==> src/rtl/ahb_sram_slave.sv <==
// AHB-Lite slave in front of a single-port synchronous SRAM (32-bit words, 2^AW deep).
// Build option: define AHB_SRAM_ERR_RESP_EN to add the two-cycle ERROR response for bad size/alignment.
module ahb_sram_slave #(
    parameter int AW  = 12,
    parameter int DLY = 1
) (
    input  logic          HCLK,
    input  logic          HRESET,
    input  logic          HSEL,
    input  logic          HREADY,
    input  logic [31:0]   HADDR,
    input  logic [1:0]    HTRANS,
    input  logic [2:0]    HSIZE,
    input  logic          HWRITE,
    input  logic [31:0]   HWDATA,
    output logic          HREADYOUT,
    output logic          HRESP,
    output logic [31:0]   HRDATA,
    output logic          sram_cs,
    output logic          sram_we,
    output logic [AW-1:0] sram_addr,
    output logic [3:0]    sram_wben,
    output logic [31:0]   sram_wdata,
    input  logic [31:0]   sram_rdata,
    output logic [2:0]    fsm_state
);

`ifdef AHB_SRAM_ERR_RESP_EN
    typedef enum logic [2:0] {
        S_IDLE   = 3'd0,
        S_WDATA  = 3'd1,
        S_RDATA  = 3'd2,
        S_RSTALL = 3'd3,
        S_ERR1   = 3'd4,
        S_ERR2   = 3'd5
    } state_t;
`else
    typedef enum logic [2:0] {
        S_IDLE   = 3'd0,
        S_WDATA  = 3'd1,
        S_RDATA  = 3'd2,
        S_RSTALL = 3'd3
    } state_t;
`endif

    state_t        state;
    state_t        state_nxt;
    logic [AW-1:0] waddr_q;
    logic [AW-1:0] raddr_q;
    logic [2:0]    wsize_q;
    logic [1:0]    wlo_q;
    logic          hready_q;
    logic          hready_nxt;
    logic          valid;
    logic          bad_xfer;
    logic          ok_rd;
    logic          ok_wr;
    logic          unused_sig;

    // DLY only shaped the delays of a behavioural model; this RTL is zero-delay.
    assign unused_sig = ^{HADDR[31:AW+2], HTRANS[0], 1'(DLY & 1)};

    function automatic logic [3:0] byte_en(input logic [2:0] size, input logic [1:0] lo);
        case (size)
            3'd0:    byte_en = 4'b0001 << lo;
            3'd1:    byte_en = lo[1] ? 4'b1100 : 4'b0011;
            default: byte_en = 4'b1111;
        endcase
    endfunction

    assign valid = HSEL & HREADY & HTRANS[1];

`ifdef AHB_SRAM_ERR_RESP_EN
    assign bad_xfer = valid & ((HSIZE > 3'd2) |
                               ((HSIZE == 3'd1) & HADDR[0]) |
                               ((HSIZE == 3'd2) & (HADDR[1:0] != 2'b00)));
`else
    assign bad_xfer = 1'b0;
`endif

    assign ok_rd = valid & ~bad_xfer & ~HWRITE;
    assign ok_wr = valid & ~bad_xfer & HWRITE;

    always_comb begin
        state_nxt = S_IDLE;
        case (state)
            S_RSTALL: state_nxt = S_RDATA;
`ifdef AHB_SRAM_ERR_RESP_EN
            S_ERR1:   state_nxt = S_ERR2;
`endif
            default: begin
                if (bad_xfer)
`ifdef AHB_SRAM_ERR_RESP_EN
                    state_nxt = S_ERR1;
`else
                    state_nxt = S_IDLE;
`endif
                else if (ok_wr)
                    state_nxt = S_WDATA;
                else if (ok_rd)
                    // The SRAM port is busy committing the previous write, so the read waits a cycle.
                    state_nxt = (state == S_WDATA) ? S_RSTALL : S_RDATA;
                else
                    state_nxt = S_IDLE;
            end
        endcase
    end

    always_comb begin
        hready_nxt = (state_nxt != S_RSTALL);
`ifdef AHB_SRAM_ERR_RESP_EN
        if (state_nxt == S_ERR1)
            hready_nxt = 1'b0;
`endif
    end

    always_ff @(posedge HCLK) begin
        if (HRESET) begin
            state    <= S_IDLE;
            hready_q <= 1'b1;
            waddr_q  <= '0;
            raddr_q  <= '0;
            wsize_q  <= '0;
            wlo_q    <= '0;
        end else begin
            state    <= state_nxt;
            hready_q <= hready_nxt;
            if (state_nxt == S_WDATA) begin
                waddr_q <= HADDR[AW+1:2];
                wsize_q <= HSIZE;
                wlo_q   <= HADDR[1:0];
            end
            if (state_nxt == S_RSTALL)
                raddr_q <= HADDR[AW+1:2];
        end
    end

`ifdef AHB_SRAM_ERR_RESP_EN
    logic hresp_q;

    always_ff @(posedge HCLK) begin
        if (HRESET)
            hresp_q <= 1'b0;
        else
            hresp_q <= (state_nxt == S_ERR1) || (state_nxt == S_ERR2);
    end

    assign HRESP = hresp_q;
`else
    assign HRESP = 1'b0;
`endif

    // Strobes are gated by reset so a write pending in WDATA is dropped, not committed.
    always_comb begin
        sram_cs    = 1'b0;
        sram_we    = 1'b0;
        sram_addr  = '0;
        sram_wben  = 4'b0000;
        sram_wdata = 32'h0;
        if (!HRESET) begin
            if (state == S_WDATA) begin
                sram_cs    = 1'b1;
                sram_we    = 1'b1;
                sram_addr  = waddr_q;
                sram_wben  = byte_en(wsize_q, wlo_q);
                sram_wdata = HWDATA;
            end else if (state == S_RSTALL) begin
                sram_cs   = 1'b1;
                sram_addr = raddr_q;
            end else if (ok_rd) begin
                sram_cs   = 1'b1;
                sram_addr = HADDR[AW+1:2];
            end
        end
    end

    assign HREADYOUT = hready_q;
    assign HRDATA    = (state == S_RDATA) ? sram_rdata : 32'h0;
    assign fsm_state = state;

endmodule

==> config.mk <==
export PLATFORM = sky130hd
export DESIGN_NAME = ahb_sram_slave
export DESIGN_NICKNAME = d
export VERILOG_FILES = /design/src/rtl/ahb_sram_slave.sv
export SDC_FILE = /design/constraint.sdc
export NUM_CORES = 1
export LEC_CHECK = 0
export BUFFER_PORTS_ARGS = -buffer_cell sky130_fd_sc_hd__clkbuf_2
export CORE_MARGIN = 10
export CORE_UTILIZATION = 41
export CTS_CLUSTER_DIAMETER = 200
export CTS_CLUSTER_SIZE = 30
export DETAILED_ROUTE_END_ITERATION = 6
export PLACE_DENSITY_LB_ADDON = 0.2
export REMOVE_ABC_BUFFERS = 1
export SETUP_SLACK_MARGIN = 0.5
export SLEW_MARGIN = 20
export SYNTH_ARGS = -nofsm -noshare
export SYNTH_HDL_FRONTEND = slang
export SYNTH_SLANG_ARGS = --single-unit
export TNS_END_PERCENT = 50
==> constraint.sdc <==
create_clock -name HCLK -period 3.9 [get_ports HCLK]
set_clock_uncertainty 0.05 [all_clocks]
set_input_delay 0.195 -clock HCLK [delete_from_list [all_inputs] [get_ports HCLK]]
set_output_delay 0.195 -clock HCLK [all_outputs]
set_load 0.03 [all_outputs]
==> results of run 1 <==
cells in the mapped netlist, drive strengths merged:
cell    count  area, um^2
nor2       15       56.30
dfxtp      32       640.6
and3        2       12.51
nand2b     47       296.5
nand3b      3       22.52
a21oi       8       40.04
and2       65       406.6
mux2       12       135.1
o21bai      2       15.01
nand3       1       5.000
mux2i      29       290.3
o21ai       3       15.01
and4b       1       10.01
nand2       6       25.03
conb        1       3.750
inv         2       7.500
a32oi       9       78.83
clkbuf     12       45.04
nor2b       3       26.27
buf        11       75.07
final cells by class:
| class | count | share of cell area, % |
|---|---|---|
| clock buffers | 7 | 3.070 |
| inverters | 2 | 0.2392 |
| multi-input cells | 208 | 45.97 |
| flip-flops and latches | 32 | 20.41 |
| well taps | 70 | 2.791 |
| repair buffers | 172 | 27.51 |
tightest hold or removal path: cells and delay by family:
| family | cells | cell delay (ps) |
|---|---|---|
| buffers and inverters | 1 | 80 |
| muxes | 1 | 60 |
| and+or+nand+nor | 1 | 50 |
stage by stage:
| stage | hold WS [ps] | utilization (%) | instances | power [mW] |
|---|---|---|---|---|
| 2_1_floorplan | 217.4 | - | 242 | 0.3951 |
| 3_3_place_gp | 390.8 | 58.80 | 484 | 0.4560 |
| 3_5_place_dp | 401.3 | 58.80 | 484 | 0.4579 |
| 4_1_cts | 104.3 | 60.67 | 491 | 0.7313 |
| 5_1_grt | 134.8 | 60.67 | 491 | 0.7550 |
| 6_report | 106.9 | 60.67 | 491 | 0.7253 |
layer usage:
metal  share of wire [%]  global-route usage [%]
met4                0.57                   2.699
met2                  48                   27.78
met3                  11                   7.834
met1                  40                   16.89
met5                   0                       0
power breakdown:
group	leakage (nW)	internal, mW	total [mW]	switching (mW)
clock	0.0503	0.157	0.275	0.118
combinational	1.34	0.0571	0.114	0.0570
sequential	0.258	0.331	0.336	0.00456
total	1.65	0.545	0.725	0.180
kinds of logic after synthesis:
kind of cell,Yosys count,synth area share (%)
other,1,0.1699
AND/OR/NAND/NOR,143,39.00
buffers and inverters,25,5.782
AO/OA/AOI/OAI,22,6.746
multiplexers,41,19.27
flip-flops,32,29.02
state kept, by name (all words and copies together), names as in the netlist:
register,count
wlo_q,2
raddr_q,12
HREADYOUT,1
wsize_q,3
waddr_q,12
fsm_state,2
worst paths after layout:
path / from / end / depth (start not counted)
setup / recovery: fsm_state[0]$_SDFF_PP0_ / sram_wdata[5] / 5
hold / removal: HSIZE[0] / wsize_q[0]$_SDFFE_PP0N_ / 3
setup reg to reg: fsm_state[0]$_SDFF_PP0_ / raddr_q[6]$_SDFFE_PP0N_ / 3
hold reg to reg: raddr_q[1]$_SDFFE_PP0N_ / raddr_q[1]$_SDFFE_PP0N_ / 2
==> key figures, run 1 <==
Logic synthesis
  • Mapped cell area: ~2200 um^2
  • #FFs+latches synth: 32
  • Sequential area share after synthesis: ~29%
  • Cells after Synth: around 260
  • Synth cell types: 26
  • Mean Syn Cell Area: 8.360 um^2
  • Ys Warns: 0

Power
  • Power Dens Cells: 231.1 nW/um^2
  • Max IR drop VDD: 0.2798 mV
  • Cell leakage power: approximately 1.7 nW

Placed design
  • Worst slack, placed: between 1500 and 2000 ps
  • GP Congestion: between 0.8 and 0.9
  • Post-DP Area: around 3000 um^2
  • Number of buffers added on ports: 171
  • HPWL Detailed: ~6000 um

Global routing
  • Total grt overflow: 0
  • Number of global-route vias before repair: ~2,400
  • First-pass GRT wire length: between 10,000 and 15,000 um
  • Total track usage: about 16%
  • Antenna violations before repair: 0
  • Pin count of the biggest net entering global routing: 63

STA
  • Fmax: 396.4 MHz
  • Setup TNS after final layout: 0 ps
  • Period utilisation layout: 64.68%
  • RSZ-0062 raised after global routing: no
  • Final setup vio count: 0
  • Worst-Margin Slew: between 800 and 900 ps
  • Tmin final: roughly 2500 ps
  • Final WS setup: roughly 1400 ps
  • Slew HR: about two fifths
  • Final Hold Fails: 0
  • Final slew viol count: 0

Final layout
  • FF+latch area: between 600 and 700 um^2
  • Antenna Cells: 0
  • Area occupied by multi-input gates: ~1400 um^2
  • Final instance area: around 3100 um^2
  • Most frequent cells in the layout: 171 x clkbuf_2, 65 x and2_1, 46 x nand2b_1, 32 x dfxtp_1, 29 x mux2i_1
  • NumNets Final: 527
  • Share of cells above drive strength 1: 46.32%
  • Fillers: approximately 500
  • P&R area growth vs syn: 42.18%
  • Commonest non-fill, non-tap cell in the layout: clkbuf_2

Worst setup path
  • Setup CP Type: register to output port
  • Largest stage delay on the critical path: 840 ps
  • Worst Path Arrival: 2280 ps
  • Crit-path slowest cell: dfxtp_1
  • Crit-path cells: nor2b_4 -> nand2b_2 -> inv_2 -> and2_1 -> clkbuf_2
  • WP buf/inv: 2
  • Critical Path Start Type: register
  • Worst reg-to-reg setup slack: 1990 ps
  • Crit path max-delay family: flip-flops
  • Crit. End Element: output port
  • Required @ worst endpoint: 3650 ps
  • Critical path peak fanout: 34

Detailed routing
  • Final WL: about 7400 um
  • Drt first-iter violations: 83
  • DRT Pass-1 Iters: 4
  • DR vias/cell: between 4 and 5
  • DR vias: between 2,000 and 2,500
  • Post-route ant nets: 0
  • WL/cell: between 15 and 20 um
  • DRC violations left: 0

Floorplanning
  • # IOs: about 190
  • Die area: 8718 um^2
  • Die Wd: approximately 93 um
  • Core ar.: 5172 um^2
  • Die Y-Extent: 93.37 um
  • Starting Density: a little over two fifths
  • Row Count: 26

CTS
  • CTS tree: done
  • H-tree Lvls: 2
  • # clock sinks: 32
  • Postcts setup bufs: 0
  • Worst-skew pair later-pin latency: between 200 and 300 ps
  • Root Buffer: clkbuf_8
  • Longest Clk Path Bufs: 2
  • CTS-repair resized insts: 0
  • Hold_buf cts: 0
  • Clock slew at reported path FFs: 70 ps
  • CTS Buf Count: 5

Status
  • Outcome: finished clean

Job
  • Max-cap viol count: 0

Min path
  • Type of the tightest min-delay check: input port to register
Note: power is estimated with default switching activity, not from simulation.
==> inputs of run 2 (changes only) <==
CORE_UTILIZATION = 38   (was 41)
clock period = 2.51 ns   (was 3.9 ns; I/O delays follow)
==> run 2 against run 1 <==
Register-to-register slack worse by 890 ps. Clock power grew 26%. Core utilization shrank 4.1 points. Cell area grew 0.56%. Combinational power grew 60%.
==> key figures, run 2 (synthesis gave the netlist of run 1 again) <==
CTS
  • # clock sinks: 32 (unchanged)
  • Root Buffer: clkbuf_8 (unchanged)
  • CTS tree: done (unchanged)
  • Clock slew at reported path FFs: 60 ps (was 70 ps)
  • CTS Buf Count: 5 (unchanged)
  • Longest Clk Path Bufs: 2 (unchanged)
  • H-tree Lvls: 2 (unchanged)
  • Worst-skew pair later-pin latency: 270 ps (was 280 ps)
  • Postcts setup bufs: 0 (unchanged)

Final layout
  • Non-Filler Instances: 495 (was 491)
  • P&R area growth vs syn: 42.97% (was 42.18%)
  • Largest regs: raddr_q: 12 flops, waddr_q: 12 flops, wsize_q: 3 flops (unchanged)
  • Final instance area: 3156 um^2 (was 3138 um^2)
  • Commonest non-fill, non-tap cell in the layout: clkbuf_2 (unchanged)
  • Final core utilization: 56.61% (was 60.67%)
  • Share of cells above drive strength 1: 47.28% (was 46.32%)
  • Most frequent cells in the layout: 171 x clkbuf_2, 65 x and2_1, 46 x nand2b_1, 30 x dfxtp_1, 29 x mux2i_1 (was 171 x clkbuf_2, 65 x and2_1, 46 x nand2b_1, 32 x dfxtp_1, 29 x mux2i_1)
  • Antenna Cells: 0 (unchanged)
  • NumNets Final: 531 (was 527)

Placed design
  • HPWL Detailed: 6150 um (was 6012 um)
  • DP Cell Count: 490 (was 484)
  • GP Congestion: 0.7715 (was 0.8174)
  • Number of buffers added on ports: 171 (unchanged)
  • Post-DP Area: 3074 um^2 (was 3042 um^2)

Global routing
  • Total track usage: 15.02% (was 15.83%)
  • Number of global-route vias before repair: 2,339 (was 2,440)
  • Total grt overflow: 0 (unchanged)
  • First-pass GRT wire length: 11,230 um (was 11,620 um)
  • Pin count of the biggest net entering global routing: 62 (was 63)
  • Antenna violations before repair: 0 (unchanged)

Worst setup path
  • WP depth: 5 (unchanged)
  • Critical path peak fanout: 12 (was 34)
  • Worst reg-to-reg setup slack: 1100 ps (was 1990 ps)
  • FF-to-FF End: waddr_q[11]$_SDFFE_PP0N_ (was raddr_q[6]$_SDFFE_PP0N_)
  • Critical Path Start Type: register (unchanged)
  • Setup crit start: fsm_state[1]$_SDFF_PP0_ (was fsm_state[0]$_SDFF_PP0_)
  • Reg-to-reg startpoint: fsm_state[0]$_SDFF_PP0_ (unchanged)
  • Worst setup path endpoint: sram_addr[1] (was sram_wdata[5])
  • Required @ worst endpoint: 2330 ps (was 3650 ps)
  • Crit path max-delay family: flip-flops (unchanged)
  • Worst Path Arrival: 1670 ps (was 2280 ps)
  • Crit. End Element: output port (unchanged)
  • Worst Reg-to-Reg Cells: 5 (was 3)
  • Crit-path slowest cell: dfxtp_4 (was dfxtp_1)
  • Crit-path cells: buf_4 -> mux2_2 -> a32oi_1 -> nor2_1 -> clkbuf_2 (was nor2b_4 -> nand2b_2 -> inv_2 -> and2_1 -> clkbuf_2)
  • Setup CP Type: register to output port (unchanged)
  • WP buf/inv: 2 (unchanged)
  • Largest stage delay on the critical path: 450 ps (was 840 ps)

STA
  • Period utilisation layout: approximately 73%
  • Final Hold Fails: 0 (unchanged)
  • Fmax: 542.7 MHz
  • Final setup vio count: 0 (unchanged)
  • Tmin final: about 1800 ps
  • RSZ-0062 raised after global routing: no (unchanged)
  • Final slew viol count: 0 (unchanged)
  • Setup TNS after final layout: 0 ps (unchanged)

Floorplanning
  • Die area: 9256 um^2 (was 8718 um^2)
  • # IOs: 193 (unchanged)
  • Core ar.: 5574 um^2 (was 5172 um^2)
  • Starting Density: 39.60% (was 42.67%)
  • Die Y-Extent: 96.21 um (was 93.37 um)
  • Die Wd: 96.21 um (was 93.37 um)
  • Row Count: 27 (was 26)

Detailed routing
  • DRT Pass-1 Iters: 4 (unchanged)
  • DRC violations left: 0 (unchanged)
  • DR vias/cell: 4.687 (was 4.640)
  • WL/cell: 15.11 um (was 15.01 um)
  • DR vias: 2,320 (was 2,278)
  • Post-route ant nets: 0 (unchanged)
  • Drt first-iter violations: 71 (was 83)
  • Final WL: 7480 um (was 7371 um)

Power
  • Total power: 1.048 mW (was 0.7253 mW)
  • Max IR drop VDD: 0.2430 mV (was 0.2798 mV)
  • Cell leakage power: 1.658 nW (was 1.651 nW)
  • Power Dens Cells: 332.1 nW/um^2 (was 231.1 nW/um^2)

Min path
  • Type of the tightest min-delay check: input port to register (unchanged)
  • Hold Path Cell Cnt: 3 (unchanged)

Job
  • Max-cap viol count: 0 (unchanged)

Status
  • Outcome: finished clean (unchanged)
-- run 2: layout make-up --
cell class                      count  area, um^2
Fill cell                         551        2419
Multi-Input combinational cell    208        1445
Timing Repair Buffer              176       893.4
Sequential cell                    32       648.1
Tap cell                           72       90.09
Clock buffer                        5       68.82
Inverter                            2       10.01
-- run 2: worst min path at each step --
stage,start,end,slack [ps]
final,HADDR[0],wlo_q[0]$_SDFFE_PP0N_,30
after CTS,HADDR[0],wlo_q[0]$_SDFFE_PP0N_,20
after global placement,HSIZE[2],wsize_q[2]$_SDFFE_PP0N_,320
after detailed placement,HADDR[0],wlo_q[0]$_SDFFE_PP0N_,330
after floorplan,HRESET,fsm_state[0]$_SDFF_PP0_,150
after global routing,HSIZE[1],wsize_q[1]$_SDFFE_PP0N_,40
-- run 2: through the flow --
step	hold slack [ps]	setup slack (ps)
after floorplan	147.9	292.7
after global placement	324.6	635.7
after detailed placement	326.7	617.8
after CTS	24.46	512.7
after global routing	38.23	548.1
final	33.02	667.3
-- run 2: power by group --
| group | total [mW] | internal, mW | leakage [nW] | switching, mW |
|---|---|---|---|---|
| Clock | 0.347 | 0.178 | 0.0359 | 0.168 |
| Combinational | 0.182 | 0.0906 | 1.36 | 0.0914 |
| Sequential | 0.519 | 0.513 | 0.260 | 0.00627 |
| Total | 1.05 | 0.782 | 1.66 | 0.266 |
-- run 2: what timing repair did --
item / CTS / global route
gates resized for setup: 3 / 3
hold buffers: 0 / 0
setup endpoints to repair: 54 / 40
-- run 2: worst min-delay path, delay by kind of cell --
kind | cells | cell delay [ps]
buffers and inverters | 1 | 80
muxes | 1 | 60
and+or+nand+nor | 1 | 50
-- run 2: layer usage --
metal | routed length [um] | global-route usage, % | up-vias
met1 | 2701 | 15.13 | 1003
met5 | 0 | 0 | -
met3 | 1306 | 9.650 | 8
met2 | 3387 | 25.39 | 132
met4 | 85 | 3.808 | 0
li1 | - | - | 1177
==> inputs of run 3 (changes only) <==
clock period = 1.7 ns   (was 2.51 ns; I/O delays follow)
==> run 3 against run 2 <==
Clock power increased by 76%. Critical endpoint is now sram_addr[10]. Largest power group unchanged. Total power increased by 67%. Cell area rose by 40%. Sequential share of layout area is 5.8 points lower. Cell count increased by 4.6%. Core utilization up 22 points. Worst hold slack got worse by 5.6 ps. Die area stayed put. Sequential power rose by 47%. Register-to-register slack worse by 730 ps. Critical path type unchanged. First-iteration DRC count is 2.8% higher.
==> key figures, run 3 (synthesis gave the netlist of run 1 again) <==
STA
  • Final Hold Fails: 0 (unchanged)
  • Fmax: around 600 MHz
  • Final slew viol count: 0 (unchanged)
  • Final setup vio count: 0 (unchanged)
  • Period utilisation layout: between 90% and 100%
  • Setup TNS after final layout: 0 ps (unchanged)
  • RSZ-0062 raised after global routing: yes (was no)
  • Final WS setup: 1.548 ps (was 667.3 ps)
  • Tmin final: approximately 1700 ps

Worst setup path
  • Largest stage delay on the critical path: 390 ps (was 450 ps)
  • Crit-path cells: buf_8 -> mux2_4 -> a32oi_1 -> nor2_1 -> clkbuf_8 (was buf_4 -> mux2_2 -> a32oi_1 -> nor2_1 -> clkbuf_2)
  • Crit-path slowest cell: dfxtp_4 (unchanged)
  • WP buf/inv: 2 (unchanged)
  • Worst Reg-to-Reg Cells: 5 (unchanged)
  • FF-to-FF End: raddr_q[10]$_SDFFE_PP0N_ (was waddr_q[11]$_SDFFE_PP0N_)
  • Crit. End Element: output port (unchanged)
  • Crit path max-delay family: flip-flops (unchanged)
  • Required @ worst endpoint: 1560 ps (was 2330 ps)
  • Critical Path Start Type: register (unchanged)
  • Setup CP Type: register to output port (unchanged)
  • Critical path peak fanout: 7 (was 12)
  • Worst Path Arrival: 1560 ps (was 1670 ps)
  • Reg-to-reg startpoint: fsm_state[1]$_SDFF_PP0_ (was fsm_state[0]$_SDFF_PP0_)
  • Worst reg-to-reg setup slack: 370 ps (was 1100 ps)

Global routing
  • Total track usage: 19.03% (was 15.02%)
  • First-pass GRT wire length: 13,940 um (was 11,230 um)
  • Pin count of the biggest net entering global routing: 33 (was 62)
  • Number of global-route vias before repair: 2,708 (was 2,339)
  • Antenna violations before repair: 0 (unchanged)
  • Total grt overflow: 0 (unchanged)

Min path
  • Endpoint, Worst Hold: raddr_q[4]$_SDFFE_PP0N_ (was wlo_q[0]$_SDFFE_PP0N_)
  • Type of the tightest min-delay check: input port to register (unchanged)
  • Worst hold start: HADDR[6] (was HADDR[0])
  • Hold Path Cell Cnt: 3 (unchanged)

Floorplanning
  • Row Count: 27 (unchanged)
  • Die Wd: 96.21 um (unchanged)
  • # IOs: 193 (unchanged)
  • Die area: 9256 um^2 (unchanged)
  • Die Y-Extent: 96.21 um (unchanged)
  • Core ar.: 5574 um^2 (unchanged)
  • Starting Density: 39.60% (unchanged)

Power
  • Power Dens Cells: 397.3 nW/um^2 (was 332.1 nW/um^2)
  • Cell leakage power: 2.086 nW (was 1.658 nW)
  • Max IR drop VDD: 0.3508 mV (was 0.2430 mV)

Placed design
  • HPWL Detailed: 6201 um (was 6150 um)
  • Worst slack, placed: 82.72 ps (was 617.8 ps)
  • Number of buffers added on ports: 171 (unchanged)
  • GP Congestion: 0.7916 (was 0.7715)

Detailed routing
  • DR vias: 2,592 (was 2,320)
  • DRC violations left: 0 (unchanged)
  • DRT Pass-1 Iters: 4 (unchanged)
  • Drt first-iter violations: 73 (was 71)
  • WL/cell: 20.07 um (was 15.11 um)
  • Final WL: 10,400 um (was 7480 um)
  • Post-route ant nets: 0 (unchanged)
  • DR vias/cell: 5.004 (was 4.687)

Job
  • Max-cap viol count: 0 (unchanged)

Final layout
  • Antenna Cells: 0 (unchanged)
  • FF+latch area: 648.1 um^2 (unchanged)
  • NumNets Final: 551 (was 531)
  • Share of cells above drive strength 1: 65.70% (was 47.28%)
  • P&R area growth vs syn: 99.55% (was 42.97%)
  • Final core utilization: 79.01% (was 56.61%)
  • Fillers: 350 (was 551)
  • Largest regs: raddr_q: 12 flops, waddr_q: 12 flops, wsize_q: 3 flops (unchanged)
  • Commonest non-fill, non-tap cell in the layout: clkbuf_2 (unchanged)
  • Most frequent cells in the layout: 87 x clkbuf_2, 65 x and2_4, 56 x buf_8, 46 x nand2b_1, 30 x dfxtp_1 (was 171 x clkbuf_2, 65 x and2_1, 46 x nand2b_1, 30 x dfxtp_1, 29 x mux2i_1)
  • Area occupied by multi-input gates: 1680 um^2 (was 1445 um^2)

CTS
  • Clock slew at reported path FFs: 70 ps (was 60 ps)
  • H-tree Lvls: 2 (unchanged)
  • Worst-skew pair later-pin latency: 280 ps (was 270 ps)
  • Root Buffer: clkbuf_8 (unchanged)
  • CTS Buf Count: 5 (unchanged)
  • # clock sinks: 32 (unchanged)
  • Longest Clk Path Bufs: 2 (unchanged)
  • CTS tree: done (unchanged)

Status
  • Outcome: finished clean (unchanged)
-- run 3: per-layer routing --
metal / track usage [%] / up-vias / wire, um
li1: - / 1223 / -
met1: 17.60 / 1216 / 3461
met2: 35.15 / 140 / 5286
met3: 11.36 / 13 / 1523
met4: 3.931 / 0 / 125
met5: 0 / - / 0
-- run 3: through the flow --
step                      instances  hold slack (ps)  instance area (um^2)  total power [mW]
after floorplan                 242            107.4                  2091            0.9063
after global placement          495            284.4                  3112             1.059
after detailed placement        495            284.6                  3112             1.061
after CTS                       511            24.19                  4081             1.713
after global routing            518            30.66                  4404             1.816
final                           518            27.45                  4404             1.750
-- run 3: report_power, final --
group / total, mW / switching (mW) / internal (mW)
Clock: 0.611 / 0.288 / 0.323
Sequential: 0.765 / 0.00757 / 0.757
Combinational: 0.374 / 0.178 / 0.196
Total: 1.75 / 0.474 / 1.28
-- run 3: worst max-delay path by stage --
| stage | start | endpoint | slack [ps] | depth (start not counted) |
|---|---|---|---|---|
| after floorplan | fsm_state[1]$_SDFF_PP0_ | HRDATA[0] | -480 | 2 |
| after global placement | fsm_state[1]$_SDFF_PP0_ | HRDATA[7] | 90 | 5 |
| after detailed placement | fsm_state[1]$_SDFF_PP0_ | HRDATA[7] | 80 | 5 |
| after CTS | fsm_state[1]$_SDFF_PP0_ | sram_addr[8] | -1 | 5 |
| after global routing | fsm_state[0]$_SDFF_PP0_ | sram_addr[8] | -60 | 6 |
| final | fsm_state[1]$_SDFF_PP0_ | sram_addr[10] | 2 | 5 |
-- run 3: area by class of cell --
class	count	share of cell area, %
clock buffers	6	1.875
clock inverters	2	0.2273
inverters	2	0.4545
multi-input cells	208	38.15
flip-flops and latches	32	14.72
well taps	72	2.045
repair buffers	195	42.16
repair inverters	1	0.3693
-- run 3: what timing repair did --
action                                  4_1_cts  5_1_grt
endpoints found under the hold margin         5        0
gates resized for setup                     211      131
endpoints found under the setup margin      107      100
hold buffers                                  5        0
pin swaps                                    23       53
buffers inserted                              2        3
cloned                                        1        4
-- run 3: worst register-to-register path, delay by kind of cell, from the launching register on --
kind                   cells  cell delay [ps]
DFF                        1              370
and+or+nand+nor            2              350
buffers and inverters      2              300
muxes                      1              190
